`src/rtl/adder_pkg.sv`:
```
// -----------------------------------------------------------------------------
// adder_pkg
//   Shared definitions for the bit-serial adder: FSM state encoding and the
//   helper that sizes the bit counter for a given operand width.
// -----------------------------------------------------------------------------
package adder_pkg;

   typedef enum logic [1:0] {
      IDLE = 2'd0,
      RUN  = 2'd1,
      DONE = 2'd2
   } state_e;

   // Counter width able to hold 0..width; a width of at least 1 is always returned.
   function automatic int unsigned cnt_width(input int unsigned width);
      return (width < 1) ? 1 : $clog2(width + 1);
   endfunction

endpackage

```
`src/rtl/serial_adder_if.sv`:
```
// -----------------------------------------------------------------------------
// serial_adder_if
//   Operand/result handshake bundle for serial_adder.
//   in_valid/in_ready : operand transfer (a, b, cin)
//   out_valid/out_ready : result transfer (sum, cout)
//   busy : adder is in RUN or DONE
//   master : operand source / result consumer side
//   slave  : adder side
// -----------------------------------------------------------------------------
interface serial_adder_if #(
   parameter int unsigned WIDTH = 8
);
   logic             in_valid;
   logic             in_ready;
   logic [WIDTH-1:0] a;
   logic [WIDTH-1:0] b;
   logic             cin;
   logic             out_valid;
   logic             out_ready;
   logic [WIDTH-1:0] sum;
   logic             cout;
   logic             busy;

   modport master (
      output in_valid, a, b, cin, out_ready,
      input  in_ready, out_valid, sum, cout, busy
   );

   modport slave (
      input  in_valid, a, b, cin, out_ready,
      output in_ready, out_valid, sum, cout, busy
   );
endinterface

```
`src/rtl/fa_cell.sv`:
```
// -----------------------------------------------------------------------------
// fa_cell
//   Combinational 1-bit full adder.
//   a, b, cin : input bits
//   s         : sum bit
//   co        : carry-out bit
// -----------------------------------------------------------------------------
module fa_cell (
   input  logic a,
   input  logic b,
   input  logic cin,
   output logic s,
   output logic co
);
   assign s  = a ^ b ^ cin;
   assign co = (a & b) | (cin & (a ^ b));
endmodule

```
`src/rtl/serial_adder.sv`:
```
// -----------------------------------------------------------------------------
// serial_adder
//   Bit-serial WIDTH-bit adder. Operands are accepted in IDLE, added LSB-first
//   one bit per clock through a single fa_cell and a carry flop (RUN, exactly
//   WIDTH cycles), and the result is offered in DONE until taken.
//   clk   : rising-edge clock
//   rst_n : asynchronous active-low reset
//   bus   : serial_adder_if slave (operand/result handshakes, busy)
// -----------------------------------------------------------------------------
module serial_adder
   import adder_pkg::*;
#(
   parameter int unsigned WIDTH = 8
) (
   input  logic           clk,
   input  logic           rst_n,
   serial_adder_if.slave  bus
);

   localparam int unsigned   CW   = cnt_width(WIDTH);
   localparam logic [CW-1:0] LAST = CW'(WIDTH - 1);

   state_e           state_q, state_d;
   logic [WIDTH-1:0] a_q, a_d;
   logic [WIDTH-1:0] b_q, b_d;
   logic [WIDTH-1:0] sh_q, sh_d;
   logic [WIDTH-1:0] sum_q, sum_d;
   logic             carry_q, carry_d;
   logic             cout_q, cout_d;
   logic [CW-1:0]    cnt_q, cnt_d;
   logic             fa_s, fa_co;

   fa_cell u_fa (
      .a   (a_q[0]),
      .b   (b_q[0]),
      .cin (carry_q),
      .s   (fa_s),
      .co  (fa_co)
   );

   always_comb begin
      state_d = state_q;
      a_d     = a_q;
      b_d     = b_q;
      sh_d    = sh_q;
      sum_d   = sum_q;
      carry_d = carry_q;
      cout_d  = cout_q;
      cnt_d   = cnt_q;
      case (state_q)
         IDLE: begin
            if (bus.in_valid) begin
               a_d     = bus.a;
               b_d     = bus.b;
               carry_d = bus.cin;
               cnt_d   = '0;
               state_d = RUN;
            end
         end
         RUN: begin
            // Shift written as shift-then-insert so WIDTH=1 needs no empty slice.
            sh_d            = sh_q >> 1;
            sh_d[WIDTH-1]   = fa_s;
            a_d             = a_q >> 1;
            b_d             = b_q >> 1;
            carry_d         = fa_co;
            if (cnt_q == LAST) begin
               // Output registers load only here, so they hold the previous
               // result through IDLE and RUN.
               sum_d   = sh_d;
               cout_d  = fa_co;
               state_d = DONE;
            end else begin
               cnt_d = cnt_q + CW'(1);
            end
         end
         DONE: begin
            if (bus.out_ready) begin
               state_d = IDLE;
            end
         end
         default: state_d = IDLE;
      endcase
   end

   always_ff @(posedge clk or negedge rst_n) begin
      if (!rst_n) begin
         state_q <= IDLE;
         a_q     <= '0;
         b_q     <= '0;
         sh_q    <= '0;
         sum_q   <= '0;
         carry_q <= 1'b0;
         cout_q  <= 1'b0;
         cnt_q   <= '0;
      end else begin
         state_q <= state_d;
         a_q     <= a_d;
         b_q     <= b_d;
         sh_q    <= sh_d;
         sum_q   <= sum_d;
         carry_q <= carry_d;
         cout_q  <= cout_d;
         cnt_q   <= cnt_d;
      end
   end

   assign bus.in_ready  = (state_q == IDLE);
   assign bus.out_valid = (state_q == DONE);
   assign bus.busy      = (state_q != IDLE);
   assign bus.sum       = sum_q;
   assign bus.cout      = cout_q;

endmodule
```
`src/flat_wrapper.sv`:
```
// flat-port wrapper written by rule: the top's interface ports become plain ports
module serial_adder_flat import adder_pkg::*;
#(
   parameter int unsigned WIDTH = 8
)
  (clk, rst_n, bus_in_valid, bus_a, bus_b, bus_cin, bus_out_ready, bus_in_ready, bus_out_valid, bus_sum, bus_cout, bus_busy);
  serial_adder_if #(.WIDTH(WIDTH)) bus_i ();
  input  logic clk;
  input  logic rst_n;
  input wire logic [$bits(bus_i.in_valid)-1:0] bus_in_valid;
  input wire logic [$bits(bus_i.a)-1:0] bus_a;
  input wire logic [$bits(bus_i.b)-1:0] bus_b;
  input wire logic [$bits(bus_i.cin)-1:0] bus_cin;
  input wire logic [$bits(bus_i.out_ready)-1:0] bus_out_ready;
  output wire logic [$bits(bus_i.in_ready)-1:0] bus_in_ready;
  output wire logic [$bits(bus_i.out_valid)-1:0] bus_out_valid;
  output wire logic [$bits(bus_i.sum)-1:0] bus_sum;
  output wire logic [$bits(bus_i.cout)-1:0] bus_cout;
  output wire logic [$bits(bus_i.busy)-1:0] bus_busy;
  assign bus_i.in_valid = bus_in_valid;
  assign bus_i.a = bus_a;
  assign bus_i.b = bus_b;
  assign bus_i.cin = bus_cin;
  assign bus_i.out_ready = bus_out_ready;
  assign bus_in_ready = bus_i.in_ready;
  assign bus_out_valid = bus_i.out_valid;
  assign bus_sum = bus_i.sum;
  assign bus_cout = bus_i.cout;
  assign bus_busy = bus_i.busy;
  serial_adder #(.WIDTH(WIDTH)) u_core (.clk(clk), .rst_n(rst_n), .bus(bus_i));
endmodule
```
`config.mk`:
```
export PLATFORM = sky130hd
export DESIGN_NAME = serial_adder_flat
export DESIGN_NICKNAME = d
export VERILOG_FILES = /design/src/rtl/adder_pkg.sv /design/src/rtl/serial_adder_if.sv /design/src/rtl/fa_cell.sv /design/src/rtl/serial_adder.sv /design/src/flat_wrapper.sv
export SDC_FILE = /design/constraint.sdc
export NUM_CORES = 1
export LEC_CHECK = 0
export CORE_MARGIN = 10
export CORE_UTILIZATION = 35
export DETAILED_ROUTE_END_ITERATION = 10
export PLACE_DENSITY = 0.68
export SLEW_MARGIN = 20
export SYNTH_ARGS = -nofsm -noshare
export SYNTH_HDL_FRONTEND = slang
export SYNTH_SLANG_ARGS = --single-unit
```
`constraint.sdc`:
```
create_clock -name clk -period 1.9 [get_ports clk]
set_clock_uncertainty 0.05 [all_clocks]
set_input_delay 0.38 -clock clk [delete_from_list [all_inputs] [get_ports clk]]
set_output_delay 0.38 -clock clk [all_outputs]
set_load 0.02 [all_outputs]
```
Yosys cells after proc, flatten, opt, wreduce, memory -nomap -nowiden
Index checks and enable logic that the tools add are counted.
{"block": "word_totals", "reg_bits": 40, "out_inout_bits": 12, "in_bits": 21}
{"block": "classes", "mux": 13, "eq_ne": 7, "reduce_logical": 7, "bitwise": 5, "n_addsub": 1}
{"cell": "one-hot mux 8 bit (2 select lines)", "count": 2}
{"cell": "two-way mux 8 bit", "count": 2}
{"cell": "two-way mux 4 bit", "count": 2}
{"cell": "one-hot mux 4 bit (2 select lines)", "count": 1}
{"cell": "two-way mux 2 bit", "count": 3}
{"cell": "!= test 2 bit, second input constant", "count": 3}
{"cell": "one-hot mux 2 bit (3 select lines)", "count": 1}
{"cell": "AND reduction 3 bit", "count": 2}
{"cell": "adder 4 x 1 -> 4 bit, second input constant", "count": 1}
{"cell": "== test 4 x 3 -> 1 bit, second input constant", "count": 1}
{"cell": "AND reduction 2 bit", "count": 2}
{"cell": "nonzero test 2 bit", "count": 2}
{"cell": "AND 1 bit", "count": 2}
{"cell": "== test 2 x 1 -> 1 bit, second input constant", "count": 1}
{"cell": "== test 2 bit, second input constant", "count": 1}
{"cell": "logical NOT 2 bit", "count": 1}
{"cell": "!= test 2 x 1 -> 1 bit, second input constant", "count": 1}
{"cell": "one-hot mux 1 bit (2 select lines)", "count": 1}
{"cell": "bitwise XOR 1 bit", "count": 2}
{"cell": "two-way mux 1 bit", "count": 1}
{"cell": "bitwise OR 1 bit", "count": 1}

Depth between registers and ports, before layout
Gate-level depths: netlist (run 1).
{"block": "logic_depth", "depth_word": 4, "mapped_depth": 6}

Hierarchy
Synthesis (run 1) repeated with hierarchy kept, for this count alone.
{"block": "unflattened", "cells_unflattened": 171, "hier_area_um2": 1829.3}
{"mod": "serial_adder", "area_each_um2": 1809.2, "n_inst": 1, "cells_each": 170}
{"mod": "fa_cell", "area_each_um2": 20.0, "n_inst": 1, "cells_each": 1}

Least setup slack after synthesis (run 1)
OpenSTA, ideal clock, no wires.
{"block": "synth_path", "path_kind": "register -> register", "startpoint": "reg u_core.cnt_q[0]", "endpoint": "reg u_core.cout_q, in the netlist u_core.bus.cout", "setup_slack_ns": 0.314, "setup_time_ns": 0.125, "t_arrival_ns": 1.411, "path_stages_with_launch": 6, "path_buffers": 1, "t_required_ns": 1.725, "cell_sequence": "dfrtp_1 -> ha_1 -> and3b_4 -> and2_4 -> buf_12 -> mux2_4"}
{"block": "synth_between", "elab_chain_len": 2}
{"item": "start, declared", "line_no": "serial_adder.sv:30", "text": "logic [CW-1:0] cnt_q, cnt_d;"}
{"item": "start signal, assigned", "line_no": "serial_adder.sv:104", "text": "cnt_q <= cnt_d;"}
{"item": "== test 4 x 3 -> 1 bit", "line_no": "serial_adder.sv:67", "text": "if (cnt_q == LAST) begin"}
{"item": "AND reduction 2 bit (no line)"}
{"item": "end signal, assigned", "line_no": "serial_adder.sv:103", "text": "cout_q <= cout_d;"}
{"item": "end, declared", "line_no": "serial_adder.sv:29", "text": "logic cout_q, cout_d;"}
No other way between the ends.
A chain may end at the register's enable or synchronous reset.

Worst setup path after layout (run 1)
{"block": "layout_path", "startpoint": "reg u_core.cout_q, in the netlist u_core.bus.cout", "endpoint": "out bus_cout"}
{"item": "end, declared", "line_no": "flat_wrapper.sv:18", "text": "output wire logic [$bits(bus_i.cout)-1:0] bus_cout;"}
No word-level cell between the ends.

==> impl_summary.log, run 1 <==
INFO  metric postCtsSetupRepairBufs = 0
INFO  metric timing_worst_slew_pin_value = 501 ps
INFO  metric irDropWorstVdd = 0.000921 V
INFO  metric worstRegToRegCells = 4
INFO  metric die_w = 91.7 um
INFO  metric flops_latches_synth = 39
INFO  metric synthCells = 149
INFO  metric synth_simple_gate_area_share = 10.6%
INFO  metric maximum_number_of_pins_on_one_net_before_global_route_repair = 40
INFO  metric route.final.wire_length = 3250 um
INFO  metric status = complete, no violations
INFO  metric netlist_area = 0.00180 mm^2
INFO  metric syn2layout_area_growth = 27.0%
INFO  metric clkLatencyLatePin = 290 ps
INFO  metric crit_family = buffers and inverters
INFO  metric coreArea = 0.00504 mm^2
INFO  metric critPathSlowestCell = clkdlybuf4s50_1
INFO  metric globalRoute.busiestLayer = met2
INFO  metric power_density_over_cell_area = 1620 mW/mm^2
INFO  metric register_area_share_after_synthesis = 54.2%
INFO  metric tritoncts_buffer_count = 5
INFO  metric drt_iter0_markers = 73
INFO  metric max_freq = 0.590 GHz
INFO  metric global_route.usage.total = 8.19%
INFO  metric p_leak = roughly 1.1 nW
INFO  metric nFillCells = around 500
INFO  metric worst_setup_hold_path_clk_slew = roughly 80 ps
INFO  metric cp_cell_sequence = clkdlybuf4s50_1
INFO  metric synth.largest_area_cell = dfrtp_1
INFO  metric hold_viol_final = 0
INFO  metric worst-path-max-fanout = 2
INFO  metric cp.depth = 1
INFO  metric design.portCount = 33
INFO  metric final_nets = about 210
INFO  metric ctsHoldBuffers = 0
INFO  metric grt_setup_unrepaired = no
INFO  metric synth-xor-area-share = 0%
INFO  metric critical_path.n_buffers_inverters = 1
INFO  metric crit_path_max_incr_delay = 610 ps
INFO  metric synthDistinctLibCells = 28
INFO  metric criticalPathCategory = flip-flop to output port
INFO  metric worstSetupStartpointType = flip-flop
INFO  metric detail_route.first_pass.iterations = 4
INFO  metric final_antenna_net_count = 0
INFO  metric route.detailed.drc = 0
INFO  metric portBuffers = 32
INFO  metric yosysWarningCount = 0
INFO  metric vias = 1,151
INFO  metric setup_violators_final = 0
INFO  metric area.sequential = slightly below 0.001 mm^2
INFO  metric avgViaCountPerCell = 4.50
INFO  metric muxShareOfSynthArea = between 20% and 30%
INFO  metric report.final.slew_viol_count = 0
INFO  metric clock_tree_root_driver_cell = clkbuf_8
INFO  metric initial_utilization = 35.7%
INFO  metric slew_headroom = about two thirds
INFO  metric worst_hold_path_type = primary input to async pin
INFO  metric place.gp.congestion = 0.706
INFO  metric first_global_vias = 1,227
INFO  metric detailedPlacementHpwl = 2300 um
INFO  metric tritoncts_num_sinks = 39
INFO  metric synth_fp_nets = 172
INFO  metric setup_tns = 0 ps
INFO  metric end_kind = output port
INFO  metric post_drt_wl_per_cell = 12.7 um
INFO  metric tritoncts = done
INFO  metric clockBufferDepth = 2
INFO  metric drive_above_1_share = 19.4%
INFO  metric die_height = between 90 and 100 um
INFO  metric grt_pass1_wl = around 5600 um
INFO  metric period_share = roughly nine tenths
INFO  metric yosysTopAreaCellShare = between 50% and 60%
INFO  metric grt.met1_usage = 9.87%
INFO  metric synth_fa_ha_area_share = 1.81%
INFO  metric synth_area_leaders = dfrtp_1, mux2i_1, mux2_4
INFO  metric period_needed = 1690 ps
INFO  metric final_core_util = 45.3%
INFO  metric grt_util_met2 = between 10% and 20%
INFO  metric antenna-diode-count = 0
INFO  metric drv_cap = 0
INFO  metric ctsHtreeMaxLevel = 2
INFO  metric antenna_found_initial = 0
INFO  metric synth_compound_gate_area_share = about 8.1%
INFO  metric area_used_by_multi_input_combinational_logic = 737 um^2
INFO  metric critical_path_arrival = between 1000 and 1500 ps
INFO  metric syn_avg_cell_area = between 10 and 15 um^2
INFO  metric globalRoute.totalOverflow = 0
INFO  metric floorplan.rows = 26
INFO  metric required = 1470 ps
INFO  metric dominant_combinational_cell_family_by_area_after_synthesis = multiplexers
INFO  metric die_area = around 0.0084 mm^2
INFO  metric grt_met3_usage = under 10%
[report_power, final]
group          total (mW)  internal, mW  switching (mW)
logic                1.70         0.948           0.756
clock network       0.540         0.256           0.283
registers            1.45          1.22           0.236
total                3.70          2.42            1.28
[sequential cells by signal (all words and copies together), names as in the netlist]
name	cells
u_core.bus.cout	1
u_core.state_q	2
u_core.sh_q	7
u_core.cnt_q	4
u_core.bus.sum	8
u_core.b_q	8
u_core.carry_q	1
u_core.a_q	8
[synthesized netlist by cell type]
cell type,count
a211o_1,1
a21o_2,1
a21oi_1,6
and2_4,1
and3_2,1
and3b_4,1
buf_12,1
buf_6,4
clkbuf_1,4
dfrtp_1,39
fa_1,1
ha_1,1
inv_1,3
mux2_2,7
mux2_4,9
mux2i_1,15
nand2_1,20
nand2b_1,1
nand3_1,3
nand4_1,1
nor2_1,3
nor2b_1,4
nor2b_2,1
nor3_1,1
o21ai_0,17
o21bai_1,1
o22ai_1,1
or3b_1,1
[final cells by class]
| type | count | share of cell area, % |
|---|---|---|
| multi-input combinational | 98 | 32.2 |
| sequential | 39 | 42.7 |
| tap | 70 | 3.83 |
| clock inverter | 2 | 0.547 |
| clock buffer | 6 | 3.17 |
| timing repair buffer | 38 | 17.0 |
| inverter | 3 | 0.493 |
[path summary, 6_finish.rpt]
path                                       from           endpoint  slack, ps
worst max-delay path            u_core.bus.cout           bus_cout        210
worst min-delay path                      rst_n  u_core.bus.sum[6]         80
worst max register to register  u_core.cnt_q[0]  u_core.bus.sum[4]        270
worst min register to register    u_core.b_q[2]      u_core.b_q[2]        430
max in group asynchronous                 rst_n      u_core.a_q[5]       1360
min in group clk                  u_core.b_q[2]      u_core.b_q[2]        430
[metal layers]
| layer | part of all wire, % | vias to the layer above |
|---|---|---|
| met4 | 1.6 | 0 |
| li1 | - | 587 |
| met3 | 5.4 | 7 |
| met5 | 0 | - |
| met1 | 46 | 533 |
| met2 | 47 | 24 |
[through the flow]
stage          hold slack [ps]  cell area, um^2  total power, mW  instances  setup WS (ps)
2_1_floorplan             34.4             1800             2.71        149            314
3_3_place_gp               413             2200             3.16        248            293
3_5_place_dp               416             2200             3.22        248            278
4_1_cts                    101             2280             3.77        256           5.41
5_1_grt                    124             2290             4.01        256            137
6_report                  83.9             2290             3.70        256            206
[placed cells by master (no fill, tap or decap)]
cell and instances:
clkdlybuf4s50_1 28, a21o_2 1, buf_2 1, nor2b_2 1, o22ai_1 1, buf_4 4, mux2_4 9, clkinv_2 1
clkinvlp_4 1, clkbuf_1 1, a211o_1 1, nor2b_1 4, dlygate4sd2_1 1, mux2_2 7, dfrtp_1 39, nor2_1 3
nand2_1 20, and2_4 1, dlymetal6s2s_1 2, fa_1 1, nand4_1 1, o21bai_2 1, inv_1 3, clkbuf_8 5
ha_1 1, or3b_1 1, mux2i_1 15, and3b_4 1, nand3_1 3, buf_12 2, a21oi_1 6, o21ai_0 17
and3_2 1, nand2b_1 1, nor3_1 1
[what timing repair did]
| item | CTS | global route |
|---|---|---|
| setup endpoints to repair | 1 | 2 |
| hold endpoints to repair | 0 | 0 |
| gates resized for setup | 1 | 2 |
| pin swaps | 0 | 0 |
[kinds of logic after synthesis]
family / count (synthesis)
multiplexers: 31
flip-flops: 39
buffers and inverters: 12
AO/OA/AOI/OAI: 27
AND/OR/NAND/NOR: 38
adder cells (fa/ha/maj): 2
(Power assumes the default switching activity.)
==> run 2: changes to the inputs <==
- CAP_MARGIN: not set -> 20
- PLACE_DENSITY: 0.68 -> 0.69
==> impl_summary.log, run 2 (synthesis results as in run 1) <==
INFO  metric status = complete, no violations
INFO  metric portBuffers = 32 (unchanged)
INFO  metric place_inst = 247 (-0.40%)
INFO  metric irDropWorstVdd = 0.000579 V (-37%)
INFO  metric ctsHtreeMaxLevel = 2 (unchanged)
INFO  metric floorplan.rows = 26 (unchanged)
INFO  metric syn2layout_area_growth = 26.7%
INFO  metric grt_pass1_wl = 5630 um (-0.25%)
INFO  metric route.detailed.drc = 0 (unchanged)
INFO  metric worst_hold_path_type = primary input to async pin
INFO  metric setup_tns = 0 ps (unchanged)
INFO  metric period_needed = 1670 ps (-27.7 ps)
INFO  metric ctsHoldBuffers = 0 (unchanged)
INFO  metric setup_violators_final = 0 (unchanged)
INFO  metric tritoncts_buffer_count = 5 (unchanged)
INFO  metric clockBufferDepth = 2 (unchanged)
INFO  metric report.final.slew_viol_count = 0 (unchanged)
INFO  metric criticalPathCategory = flip-flop to flip-flop
INFO  metric worst_setup_hold_path_clk_slew = 70 ps (about the same)
INFO  metric die_w = 91.7 um (unchanged)
INFO  metric power_density_over_cell_area = 1620 mW/mm^2 (about the same)
INFO  metric die_area = 0.00841 mm^2 (unchanged)
INFO  metric max_freq = 0.600 GHz (+1.7%)
INFO  metric required = 2010 ps (+540 ps)
INFO  metric detail_route.first_pass.iterations = 3 (-1)
INFO  metric avgViaCountPerCell = 4.61 (+2.5%)
INFO  metric worstSetupStartpointType = flip-flop
INFO  metric period_share = 87.7% (-1.5 points)
INFO  metric place.gp.congestion = 0.762 (+7.9%)
INFO  metric final_nets = 207 (-0.48%)
INFO  metric antenna-diode-count = 0 (unchanged)
INFO  metric hold_ws = 94.1 ps (+10.2 ps)
INFO  metric clkLatencyLatePin = 280 ps (about the same)
INFO  metric final_core_util = 45.2% (-0.099 points)
INFO  metric design.portCount = 33 (unchanged)
INFO  metric maximum_number_of_pins_on_one_net_before_global_route_repair = 40 (unchanged)
INFO  metric cts.repair.resized = 1 (unchanged)
INFO  metric drive_above_1_share = 19.0% (-0.33 points)
INFO  metric globalRoute.totalOverflow = 0 (unchanged)
INFO  metric global_route.usage.total = 8.07% (-0.12 points)
INFO  metric detailedPlacementHpwl = 2310 um (+0.36%)
INFO  metric slew_headroom = 68.0% (+1.4 points)
INFO  metric worst-path-max-fanout = 10 (+8)
INFO  metric tritoncts = done
INFO  metric coreArea = 0.00504 mm^2 (unchanged)
INFO  metric clock_tree_root_driver_cell = clkbuf_8
INFO  metric p_leak = 1.07 nW (+0.31%)
INFO  metric hold_viol_final = 0 (unchanged)
INFO  metric grt_setup_unrepaired = no
INFO  metric critical_path_arrival = 1780 ps (+520 ps)
INFO  metric die_height = 91.7 um (unchanged)
INFO  metric timing_worst_slew_pin_value = 480 ps (-20.4 ps)
INFO  metric post_drt_wl_per_cell = 12.5 um (-1.5%)
INFO  metric final_antenna_net_count = 0 (unchanged)
INFO  metric drv_cap = 0 (unchanged)
INFO  metric drt_iter0_markers = 36 (-51%)
INFO  metric route.final.wire_length = 3170 um (-2.3%)
INFO  metric finish.cell_count_without_fillers = 254 (-0.78%)
INFO  metric first_global_vias = 1,310 (+6.8%)
INFO  metric postCtsSetupRepairBufs = 0 (unchanged)
INFO  metric end_kind = flip-flop
INFO  metric antenna_found_initial = 0 (unchanged)
INFO  metric vias = 1,170 (+1.7%)
INFO  metric tritoncts_num_sinks = 39 (unchanged)
INFO  metric initial_utilization = 35.7% (unchanged)
INFO  metric mostFrequentLayoutCell = dfrtp_1
INFO  metric most_frequent_cells_in_the_layout = dfrtp_1, clkdlybuf4s50_1, nand2_1
==> run 2: power by group <==
part / switching [mW] / leakage (nW) / internal (mW)
combinational: 0.752 / 0.540 / 0.941
sequential: 0.235 / 0.482 / 1.22
clock: 0.259 / 0.0470 / 0.285
==> run 2: per-stage QoR <==
step | total power [mW] | instance area, um^2 | setup WS (ps)
finish | 3.69 | 2280 | 234
global route | 3.99 | 2280 | 150
CTS | 3.77 | 2280 | 13.5
detailed placement | 3.22 | 2190 | 219
global placement | 3.16 | 2190 | 275
floorplan | 2.71 | 1800 | 314
==> run 2: cell type report <==
class                   count  area [um^2]
repair buffers             37          382
clock inverters             1         5.00
clock buffers               6         82.6
flip-flops and latches     39          976
fillers                   485         2760
multi-input cells          98          737
well taps                  70         87.6
inverters                   3         11.3
==> run 2: worst max-delay path, stage by stage (launching register included) <==
cell and delay [ps]:
dfrtp_1 420, ha_1 250, and3b_4 250, and2_4 270, mux2_4 320
==> run 2: path summary, 6_finish.rpt <==
| check | start | endpoint | slack [ps] | cells past startpoint |
|---|---|---|---|---|
| max | u_core.cnt_q[0] | u_core.bus.cout | 230 | 4 |
| max reg2reg | u_core.cnt_q[0] | u_core.bus.cout | 230 | 4 |
| min reg2reg | u_core.b_q[5] | u_core.b_q[5] | 430 | 2 |
| min | rst_n | u_core.sh_q[7] | 90 | 2 |
| min in group clk | u_core.b_q[5] | u_core.b_q[5] | 430 | 2 |
| max in group asynchronous | rst_n | u_core.b_q[7] | 1370 | 2 |
==> run 2: layer usage <==
| metal | wire [um] | up-vias | global-route usage (%) |
|---|---|---|---|
| li1 | - | 581 | - |
| met1 | 1390 | 560 | 8.20 |
| met2 | 1550 | 25 | 14.4 |
| met3 | 213 | 4 | 3.67 |
| met4 | 26 | 0 | 2.70 |
| met5 | 0 | - | 0 |
